[config.mk]
export PLATFORM = sky130hd
export DESIGN_NAME = mem_access_unit_flat
export DESIGN_NICKNAME = d
export VERILOG_FILES = /design/src/rtl/mem_access_unit_if.sv /design/src/rtl/mem_access_unit.sv /design/src/flat_wrapper.sv
export SDC_FILE = /design/constraint.sdc
export NUM_CORES = 1
export LEC_CHECK = 0
export ABC_CLOCK_PERIOD_IN_PS = 4500
export CAP_MARGIN = 20
export CELL_PAD_IN_SITES_DETAIL_PLACEMENT = 1
export CELL_PAD_IN_SITES_GLOBAL_PLACEMENT = 1
export CORE_MARGIN = 5
export CORE_UTILIZATION = 32
export DETAILED_ROUTE_END_ITERATION = 10
export PLACE_DENSITY = 0.76
export SYNTH_ARGS = -nofsm -noshare
export SYNTH_HDL_FRONTEND = slang
export SYNTH_SLANG_ARGS = --single-unit
export TNS_END_PERCENT = 1
[constraint.sdc]
create_clock -name Clk -period 4.5 [get_ports Clk]
set_input_delay 0.9 -clock Clk [delete_from_list [all_inputs] [get_ports Clk]]
set_output_delay 0.9 -clock Clk [all_outputs]
set_load 0.005 [all_outputs]
[src/rtl/mem_access_unit_if.sv]
// Pipeline-side request/response bundle of the MEM-stage load/store unit.
// The pipeline is the master; the load/store unit is the slave.
interface mem_access_unit_if;
   logic        ReqValid;
   logic        ReqReady;
   logic        ReqWrite;
   logic [1:0]  ReqSize;
   logic        ReqSigned;
   logic [31:0] ReqAddr;
   logic [31:0] ReqWData;
   logic        RespValid;
   logic [31:0] RespRData;
   logic        Misaligned;
   logic        Stall;

   modport master (
      output ReqValid, ReqWrite, ReqSize, ReqSigned, ReqAddr, ReqWData,
      input  ReqReady, RespValid, RespRData, Misaligned, Stall
   );

   modport slave (
      input  ReqValid, ReqWrite, ReqSize, ReqSigned, ReqAddr, ReqWData,
      output ReqReady, RespValid, RespRData, Misaligned, Stall
   );
endinterface

[src/rtl/mem_access_unit.sv]
// MEM-stage load/store unit driving a word-addressed, word-wide data memory.
// Sub-word stores are done as read-modify-write; sub-word loads are extended.
module mem_access_unit #(
   parameter int ADDR_W = 7
) (
   input  logic              Clk,
   input  logic              Rst_n,
   mem_access_unit_if.slave  req,
   output logic [ADDR_W-1:0] MemAddress,
   output logic [31:0]       MemWriteData,
   output logic              MemRead,
   output logic              MemWrite,
   input  logic [31:0]       MemReadData
);

   typedef enum logic [2:0] {
      IDLE,
      LOAD,
      RMW_READ,
      WRITE,
      RESP
   } state_t;

   state_t      state;
   logic [1:0]  lane;
   logic [1:0]  size;
   logic        is_signed;
   logic [15:0] store_data;

   logic        misaligned_req;
   logic [7:0]  byte_sel;
   logic [15:0] half_sel;
   logic [31:0] load_value;
   logic [31:0] merged;
   logic        unused_addr_bits;

   // Address bits above the memory size wrap, so they are deliberately dropped.
   assign unused_addr_bits = ^req.ReqAddr[31:ADDR_W+2];

   assign misaligned_req = req.ReqSize[1] ? (req.ReqAddr[1:0] != 2'b00)
                                          : (req.ReqSize[0] & req.ReqAddr[0]);

   always_comb begin
      byte_sel   = MemReadData[{lane, 3'b000} +: 8];
      half_sel   = lane[1] ? MemReadData[31:16] : MemReadData[15:0];
      load_value = MemReadData;
      merged     = MemReadData;
      case (size)
         2'b00: begin
            load_value = {{24{is_signed & byte_sel[7]}}, byte_sel};
            merged[{lane, 3'b000} +: 8] = store_data[7:0];
         end
         2'b01: begin
            load_value = {{16{is_signed & half_sel[15]}}, half_sel};
            merged[{lane[1], 4'b0000} +: 16] = store_data;
         end
         default: begin
            load_value = MemReadData;
            merged     = MemReadData;
         end
      endcase
   end

   // Enables are pure state decodes so an async reset drops them immediately.
   assign req.ReqReady  = (state == IDLE);
   assign req.RespValid = (state == RESP);
   assign MemRead       = (state == LOAD) || (state == RMW_READ);
   assign MemWrite      = (state == WRITE);
   assign req.Stall     = ~req.RespValid & (req.ReqValid | (state != IDLE));

   always_ff @(posedge Clk or negedge Rst_n) begin
      if (!Rst_n) begin
         state          <= IDLE;
         lane           <= 2'b00;
         size           <= 2'b00;
         is_signed      <= 1'b0;
         store_data     <= 16'h0000;
         MemAddress     <= '0;
         MemWriteData   <= 32'h0000_0000;
         req.RespRData  <= 32'h0000_0000;
         req.Misaligned <= 1'b0;
      end else begin
         case (state)
            IDLE: begin
               if (req.ReqValid) begin
                  lane           <= req.ReqAddr[1:0];
                  size           <= req.ReqSize;
                  is_signed      <= req.ReqSigned;
                  store_data     <= req.ReqWData[15:0];
                  MemAddress     <= req.ReqAddr[ADDR_W+1:2];
                  req.Misaligned <= misaligned_req;
                  if (misaligned_req) begin
                     req.RespRData <= 32'h0000_0000;
                     state         <= RESP;
                  end else if (!req.ReqWrite) begin
                     state <= LOAD;
                  end else if (req.ReqSize[1]) begin
                     MemWriteData <= req.ReqWData;
                     state        <= WRITE;
                  end else begin
                     state <= RMW_READ;
                  end
               end
            end
            LOAD: begin
               req.RespRData <= load_value;
               state         <= RESP;
            end
            RMW_READ: begin
               MemWriteData <= merged;
               state        <= WRITE;
            end
            WRITE: begin
               req.RespRData <= 32'h0000_0000;
               state         <= RESP;
            end
            RESP: begin
               state <= IDLE;
            end
            default: begin
               state <= IDLE;
            end
         endcase
      end
   end

endmodule

[src/flat_wrapper.sv]
// flat-port wrapper written by rule: the top's interface ports become plain ports
module mem_access_unit_flat 
#(
   parameter int ADDR_W = 7
)
  (Clk, Rst_n, MemAddress, MemWriteData, MemRead, MemWrite, MemReadData, req_ReqValid, req_ReqWrite, req_ReqSize, req_ReqSigned, req_ReqAddr, req_ReqWData, req_ReqReady, req_RespValid, req_RespRData, req_Misaligned, req_Stall);
  mem_access_unit_if req_i ();
  input  logic Clk;
  input  logic Rst_n;
  output logic [ADDR_W-1:0] MemAddress;
  output logic [31:0] MemWriteData;
  output logic MemRead;
  output logic MemWrite;
  input  logic [31:0] MemReadData;
  input wire logic [$bits(req_i.ReqValid)-1:0] req_ReqValid;
  input wire logic [$bits(req_i.ReqWrite)-1:0] req_ReqWrite;
  input wire logic [$bits(req_i.ReqSize)-1:0] req_ReqSize;
  input wire logic [$bits(req_i.ReqSigned)-1:0] req_ReqSigned;
  input wire logic [$bits(req_i.ReqAddr)-1:0] req_ReqAddr;
  input wire logic [$bits(req_i.ReqWData)-1:0] req_ReqWData;
  output wire logic [$bits(req_i.ReqReady)-1:0] req_ReqReady;
  output wire logic [$bits(req_i.RespValid)-1:0] req_RespValid;
  output wire logic [$bits(req_i.RespRData)-1:0] req_RespRData;
  output wire logic [$bits(req_i.Misaligned)-1:0] req_Misaligned;
  output wire logic [$bits(req_i.Stall)-1:0] req_Stall;
  assign req_i.ReqValid = req_ReqValid;
  assign req_i.ReqWrite = req_ReqWrite;
  assign req_i.ReqSize = req_ReqSize;
  assign req_i.ReqSigned = req_ReqSigned;
  assign req_i.ReqAddr = req_ReqAddr;
  assign req_i.ReqWData = req_ReqWData;
  assign req_ReqReady = req_i.ReqReady;
  assign req_RespValid = req_i.RespValid;
  assign req_RespRData = req_i.RespRData;
  assign req_Misaligned = req_i.Misaligned;
  assign req_Stall = req_i.Stall;
  mem_access_unit #(.ADDR_W(ADDR_W)) u_core (.Clk(Clk), .Rst_n(Rst_n), .req(req_i), .MemAddress(MemAddress), .MemWriteData(MemWriteData), .MemRead(MemRead), .MemWrite(MemWrite), .MemReadData(MemReadData));
endmodule
# Word level (Yosys, flattened, before mapping)
# Index checks and enable logic that the tools add are counted.
[totals]
regBits = 96
inputBits = 103
output_inout_bits = 77
word_cells = 62
[op_classes]
n_addsub = 2
eq_ne = 10
n_shift = 5
n_mux = 19
bitwise = 6
n_reduce_logical = 11
[op_table]
columns = ["op", "n"]
rows = [
  ["2-to-1 mux 32 bit", 6],
  ["one-hot mux 32 bit (2 select lines)", 3],
  ["one-hot mux 32 bit (3 select lines)", 1],
  ["bitwise mux 32 bit", 2],
  ["variable shift 16 x 7 -> 32 bit, first input constant", 1],
  ["variable shift 8 x 7 -> 32 bit, first input constant", 1],
  ["indexed part select 16 x 7 -> 32 bit", 1],
  ["indexed part select 32 x 6 -> 8 bit", 1],
  ["indexed part select 8 x 7 -> 32 bit", 1],
  ["2-to-1 mux 16 bit", 1],
  ["negator 5 -> 7 bit", 2],
  ["2-to-1 mux 3 bit", 3],
  ["one-hot mux 3 bit (3 select lines)", 1],
  ["inequality test 2 bit, second input constant", 4],
  ["equality test 3 x 2 -> 1 bit, second input constant", 2],
  ["nonzero test 3 bit", 2],
  ["AND reduction 5 bit", 1],
  ["bitwise AND 1 bit", 4],
  ["nonzero test 2 bit", 2],
  ["equality test 3 x 1 -> 1 bit, second input constant", 1],
  ["equality test 3 bit, second input constant", 1],
  ["zero test 3 bit", 1],
  ["AND reduction 3 bit", 1],
  ["equality test 2 x 1 -> 1 bit, second input constant", 1],
  ["8 further kinds", 9],
]

# Depth between registers and ports, before layout
[depth]
depth_word = 5
depth_mapped = 8
mapped_depth_nobuf = 6

# Worst setup path after synthesis
# OpenSTA, ideal clock, no wires.
[synth_timing]
path_kind = "reg-to-reg"
start = "register u_core.lane[1]"
end = "register u_core.MemWriteData[10]"
setup_ps = 135
arrival_ps = 2119
required_time_ps = 4365
slack_ps = 2246
stages_incl_launch_ff = 9
n_path_buf = 2
period_less_slack_ps = 2254
path_cell_list = "dfrtp_1 buf_2 inv_2 clkbuf_1 ha_1 and4b_1 and2_1 a221oi_1 o22ai_1"
[synth_between]
elab_chain_cells = 5
elab_cells_between_ends = 10
cone_classes = "add/sub: 2; shift: 4; mux: 4"
[synth_rtl]
columns = ["item", "line_no", "source"]
rows = [
  ["start, declared", "mem_access_unit.sv:25", "logic [1:0] lane;"],
  ["start signal, assigned", "mem_access_unit.sv:86", "lane <= req.ReqAddr[1:0];"],
  ["negator 5 -> 7 bit, on equally long branches", "mem_access_unit.sv:55, mem_access_unit.sv:51", ""],
  ["indexed part select 16 x 7 -> 32 bit (tied with other cells)", "mem_access_unit.sv:55", "merged[{lane[1], 4'b0000} +: 16] = store_data;"],
  ["bitwise mux 32 bit, on equally long branches", "mem_access_unit.sv:55, mem_access_unit.sv:51", ""],
  ["one-hot mux 32 bit (2 select lines) *", "mem_access_unit.sv:48", "case (size)"],
  ["one-hot mux 32 bit (2 select lines) *", "mem_access_unit.sv:83", "case (state)"],
  ["end signal, assigned", "mem_access_unit.sv:98", "MemWriteData <= req.ReqWData;"],
  ["end signal, assigned", "mem_access_unit.sv:110", "MemWriteData <= merged;"],
  ["end, declared", "mem_access_unit.sv:10", "output logic [31:0] MemWriteData,"],
]
# Mark *: on every way between the ends. The rest lies on a longest branch, timed or not.
# A chain may end at the register's enable or synchronous reset.

# Final worst setup path
[layout_timing]
start = "register u_core.state[0]"
end = "output port MemRead"
[layout_between]
elab_chain_cells = 2
elab_cells_between_ends = 3
cone_classes = "eq/ne: 2; reduce/logical: 1"
[layout_rtl]
columns = ["item", "line_no", "source"]
rows = [
  ["start, declared", "mem_access_unit.sv:24", "state_t state;"],
  ["start signal, assigned", "mem_access_unit.sv:73", "state <= IDLE;"],
  ["start signal, assigned", "mem_access_unit.sv:94", "state <= RESP;"],
  ["start signal, assigned", "mem_access_unit.sv:96", "state <= LOAD;"],
  ["equality test 3 x 1 -> 1 bit / equality test 3 x 2 -> 1 bit (equally long branches)", "mem_access_unit.sv:67", "assign MemRead = (state == LOAD) || (state == RMW_READ);"],
  ["logical OR 1 bit *", "mem_access_unit.sv:67", ""],
  ["end, declared", "flat_wrapper.sv:12", "output logic MemRead;"],
]
# Marked as above.

==> summary.txt <==
Most frequent cells in the layout - clkdlybuf4s50_1 (155), dfrtp_1 (96), nor2_1 (55)
Post-CTS Setup Bufs - 0
DRC violations left - 0
Run status - finished, final reports clean
Cell count after synthesis - 563
YS warnings - 0
Final instance area - 0.007747 mm²
Total grt overflow - 0
Synthesized net count - 671
Die width - 144.0 µm
Layout cells sized above 1 - 0.1463
Largest net degree at the start of global routing - 62
Max Cap Violations - 0
Cells along the critical path - nand3b_2, nand2_1, clkdlybuf4s50_1
DP HPWL - 16,010 µm
CTS resizes - 0
I/O pin count - 180
Routed via count - 5,408
Synthesized area - 0.005744 mm²
Worst Tran Pin Value - 0.9732 ns
Total wire length - 22,120 µm
Final Wtd Congestion - 0.8541
CTS Root Cell - clkbuf_16
Finished Layout Cells - 926
Hold path cells - 2
Max clock buf depth - 2
Post-Route Setup TNS - 0 ns
Area grow syn2layout - 34.87%
Final Hold Vio Count - 0
CP Class - reg -> out
Vias in the first global route - 5,682
Worst setup SP type - flop
Starting Density - 0.3220
TritonCTS clock tree - yes
Final ANT Viol Nets - 0
Hold WC Path Type - reg -> reg
CP Max Fanout - 19
Final min period - 3.192 ns
Placed insts - 909
Fmax - 313.2 MHz
VDD IR max - 0.4317 mV
Leak - 3.108 nW
Buffers added on ports - 156
Mean Syn Cell Area - 10.20 µm²
Die Y - 144.0 µm
Pwr dens - 688.4 mW/mm²
Largest area contributor in the netlist - dfrtp_1
Dpl ws - 1.334 ns
Critical Path AT - 2.29 ns
Post-CTS Hold Buffers - 0
DR vias/cell - 5.840
Met2 wire len - 10,810 µm
Post-synthesis cell type count - 55
WL met1 - 9393 µm
Largest cells by area after synthesis - dfrtp_1 (42%), mux2_2 (7.3%), a221oi_1 (5.5%)
Post-layout net count - 800
RSZ-0062 raised after global routing - false
Worst EP required - 3.60 ns
Crit path max-delay cell type - dfrtp_1
Register area share after synthesis - 0.4182
Wire length on met3 - 1482 µm
Setup crit end kind - output port
Fin crit share - 0.7094
Final Max Tran Viols - 0
Cell Area, Placed - 0.007441 mm²
Final setup vio count - 0
Clk_skew - 0.01104 ns
Top Metal Used - met4
Async S/R FF share, synth - 1.000
Final worst slack - 1.308 ns
CTS Buf Count - 9
Slew margin rel. - 0.3512
Initial antenna violation count - 0
Pre-Repair DR Iteration Count - 5
Post-synth top area share - 0.4182
Flop2flop setup slack - 1.86 ns
Ant diodes - 0
Synth Register Bits - 96
Global-route wire length before repair - 33,510 µm
Post-synth EDFFs - 0
Leading cell type in the layout, fill and taps excluded - clkdlybuf4s50_1
Worst r2r path cells - 5
CTS sink cnt - 96
Full die area - 0.02073 mm²
Worst skew pair latency - 0.36 ns
Standard-cell rows - 49
Core ar. - 0.01784 mm²
Crit path largest cell delay - 0.59 ns
Avg WL per Cell - 23.89 µm
Post-synth top flop - dfrtp_1
Hold WS - 0.4949 ns
Reg clk slew, reported paths - 0.08 ns
GRT Total Usage - 0.2100
H-tree depth - 3
DR iter-0 viols - 502
## power by group
part | switching, W | total (W) | internal, W
combinational | 0.00150 | 0.00295 | 0.00145
clock | 0.000373 | 0.000758 | 0.000385
sequential | 0.000374 | 0.00162 | 0.00125
total | 0.00225 | 0.00533 | 0.00309
## synthesized netlist by cell type, types with 4 or more instances
library cell / n
a22oi_1: 5
buf_1: 5
a221o_1: 28
or3b_2: 6
inv_1: 28
dfrtp_1: 96
buf_2: 23
nor2b_1: 13
clkbuf_1: 18
nor2_1: 55
a221oi_1: 36
a22o_1: 12
a221oi_2: 7
o221a_1: 4
a21oi_1: 21
nand2b_1: 10
a31oi_1: 5
ha_1: 5
mux2i_1: 6
mux2_2: 37
a31o_2: 4
nand2_1: 36
o2bb2ai_1: 7
nor3_1: 4
o22ai_1: 17
o21ai_0: 24
a21o_1: 5
mux4_2: 8
## sequential cells by signal (all words and copies together), names as in the netlist
register / cells
u_core.MemAddress: 7
u_core.MemWriteData: 32
u_core.is_signed: 1
u_core.lane: 2
u_core.req.Misaligned: 1
u_core.req.RespRData: 32
u_core.size: 2
u_core.state: 3
u_core.store_data: 16
## path summary, 6_finish.rpt
path | startpoint | end
worst max-delay path | u_core.state[0] | MemRead
worst min-delay path | u_core.req.Misaligned | u_core.req.Misaligned
worst max register to register | u_core.lane[1] | u_core.req.RespRData[28]
worst min register to register | u_core.req.Misaligned | u_core.req.Misaligned
max in group asynchronous | Rst_n | u_core.MemWriteData[21]
min in group asynchronous | Rst_n | u_core.req.RespRData[9]
## through the flow
| stage | power [W] | util |
|---|---|---|
| finish | 0.005333 | 0.4343 |
| CTS | 0.005346 | 0.4331 |
| global route | 0.005657 | 0.4343 |
| detailed placement | 0.004559 | 0.4171 |
| global placement | 0.004432 | 0.4171 |
| floorplan | 0.003310 | - |
## final cells by class
cell class / instances / area (µm²)
well taps: 229 / 286.5
fillers: 1964 / 10090
flip-flops and latches: 96 / 2402
inverters: 31 / 116.4
repair buffers: 167 / 1654
multi-input cells: 387 / 3002
clock buffers: 9 / 225.2
clock inverters: 7 / 61.31
## metal layers
layer,GRT usage,up-vias
met2,0.3427,223
met4,0.06640,0
met1,0.2822,2757
met5,0,-
met3,0.04101,30
li1,-,2398
## critical path: cells and delay by family (launching register included)
kind	cells	cell delay, ns
buffers and inverters	1	0.56
flip-flops	1	0.59
AND/OR/NAND/NOR	2	0.78
## cell families (layout without fill, tap and decap cells)
group           count (synthesis)  count (layout)  share of synthesized area
buf+inv                        80             214                    0.06055
simple gates                  143             143                     0.1309
flops                          96              96                     0.4182
compound gates                187             187                     0.2625
fa+ha+maj                       5               5                    0.01089
mux                            52              52                     0.1170
Power figures use the tool's default switching activity.
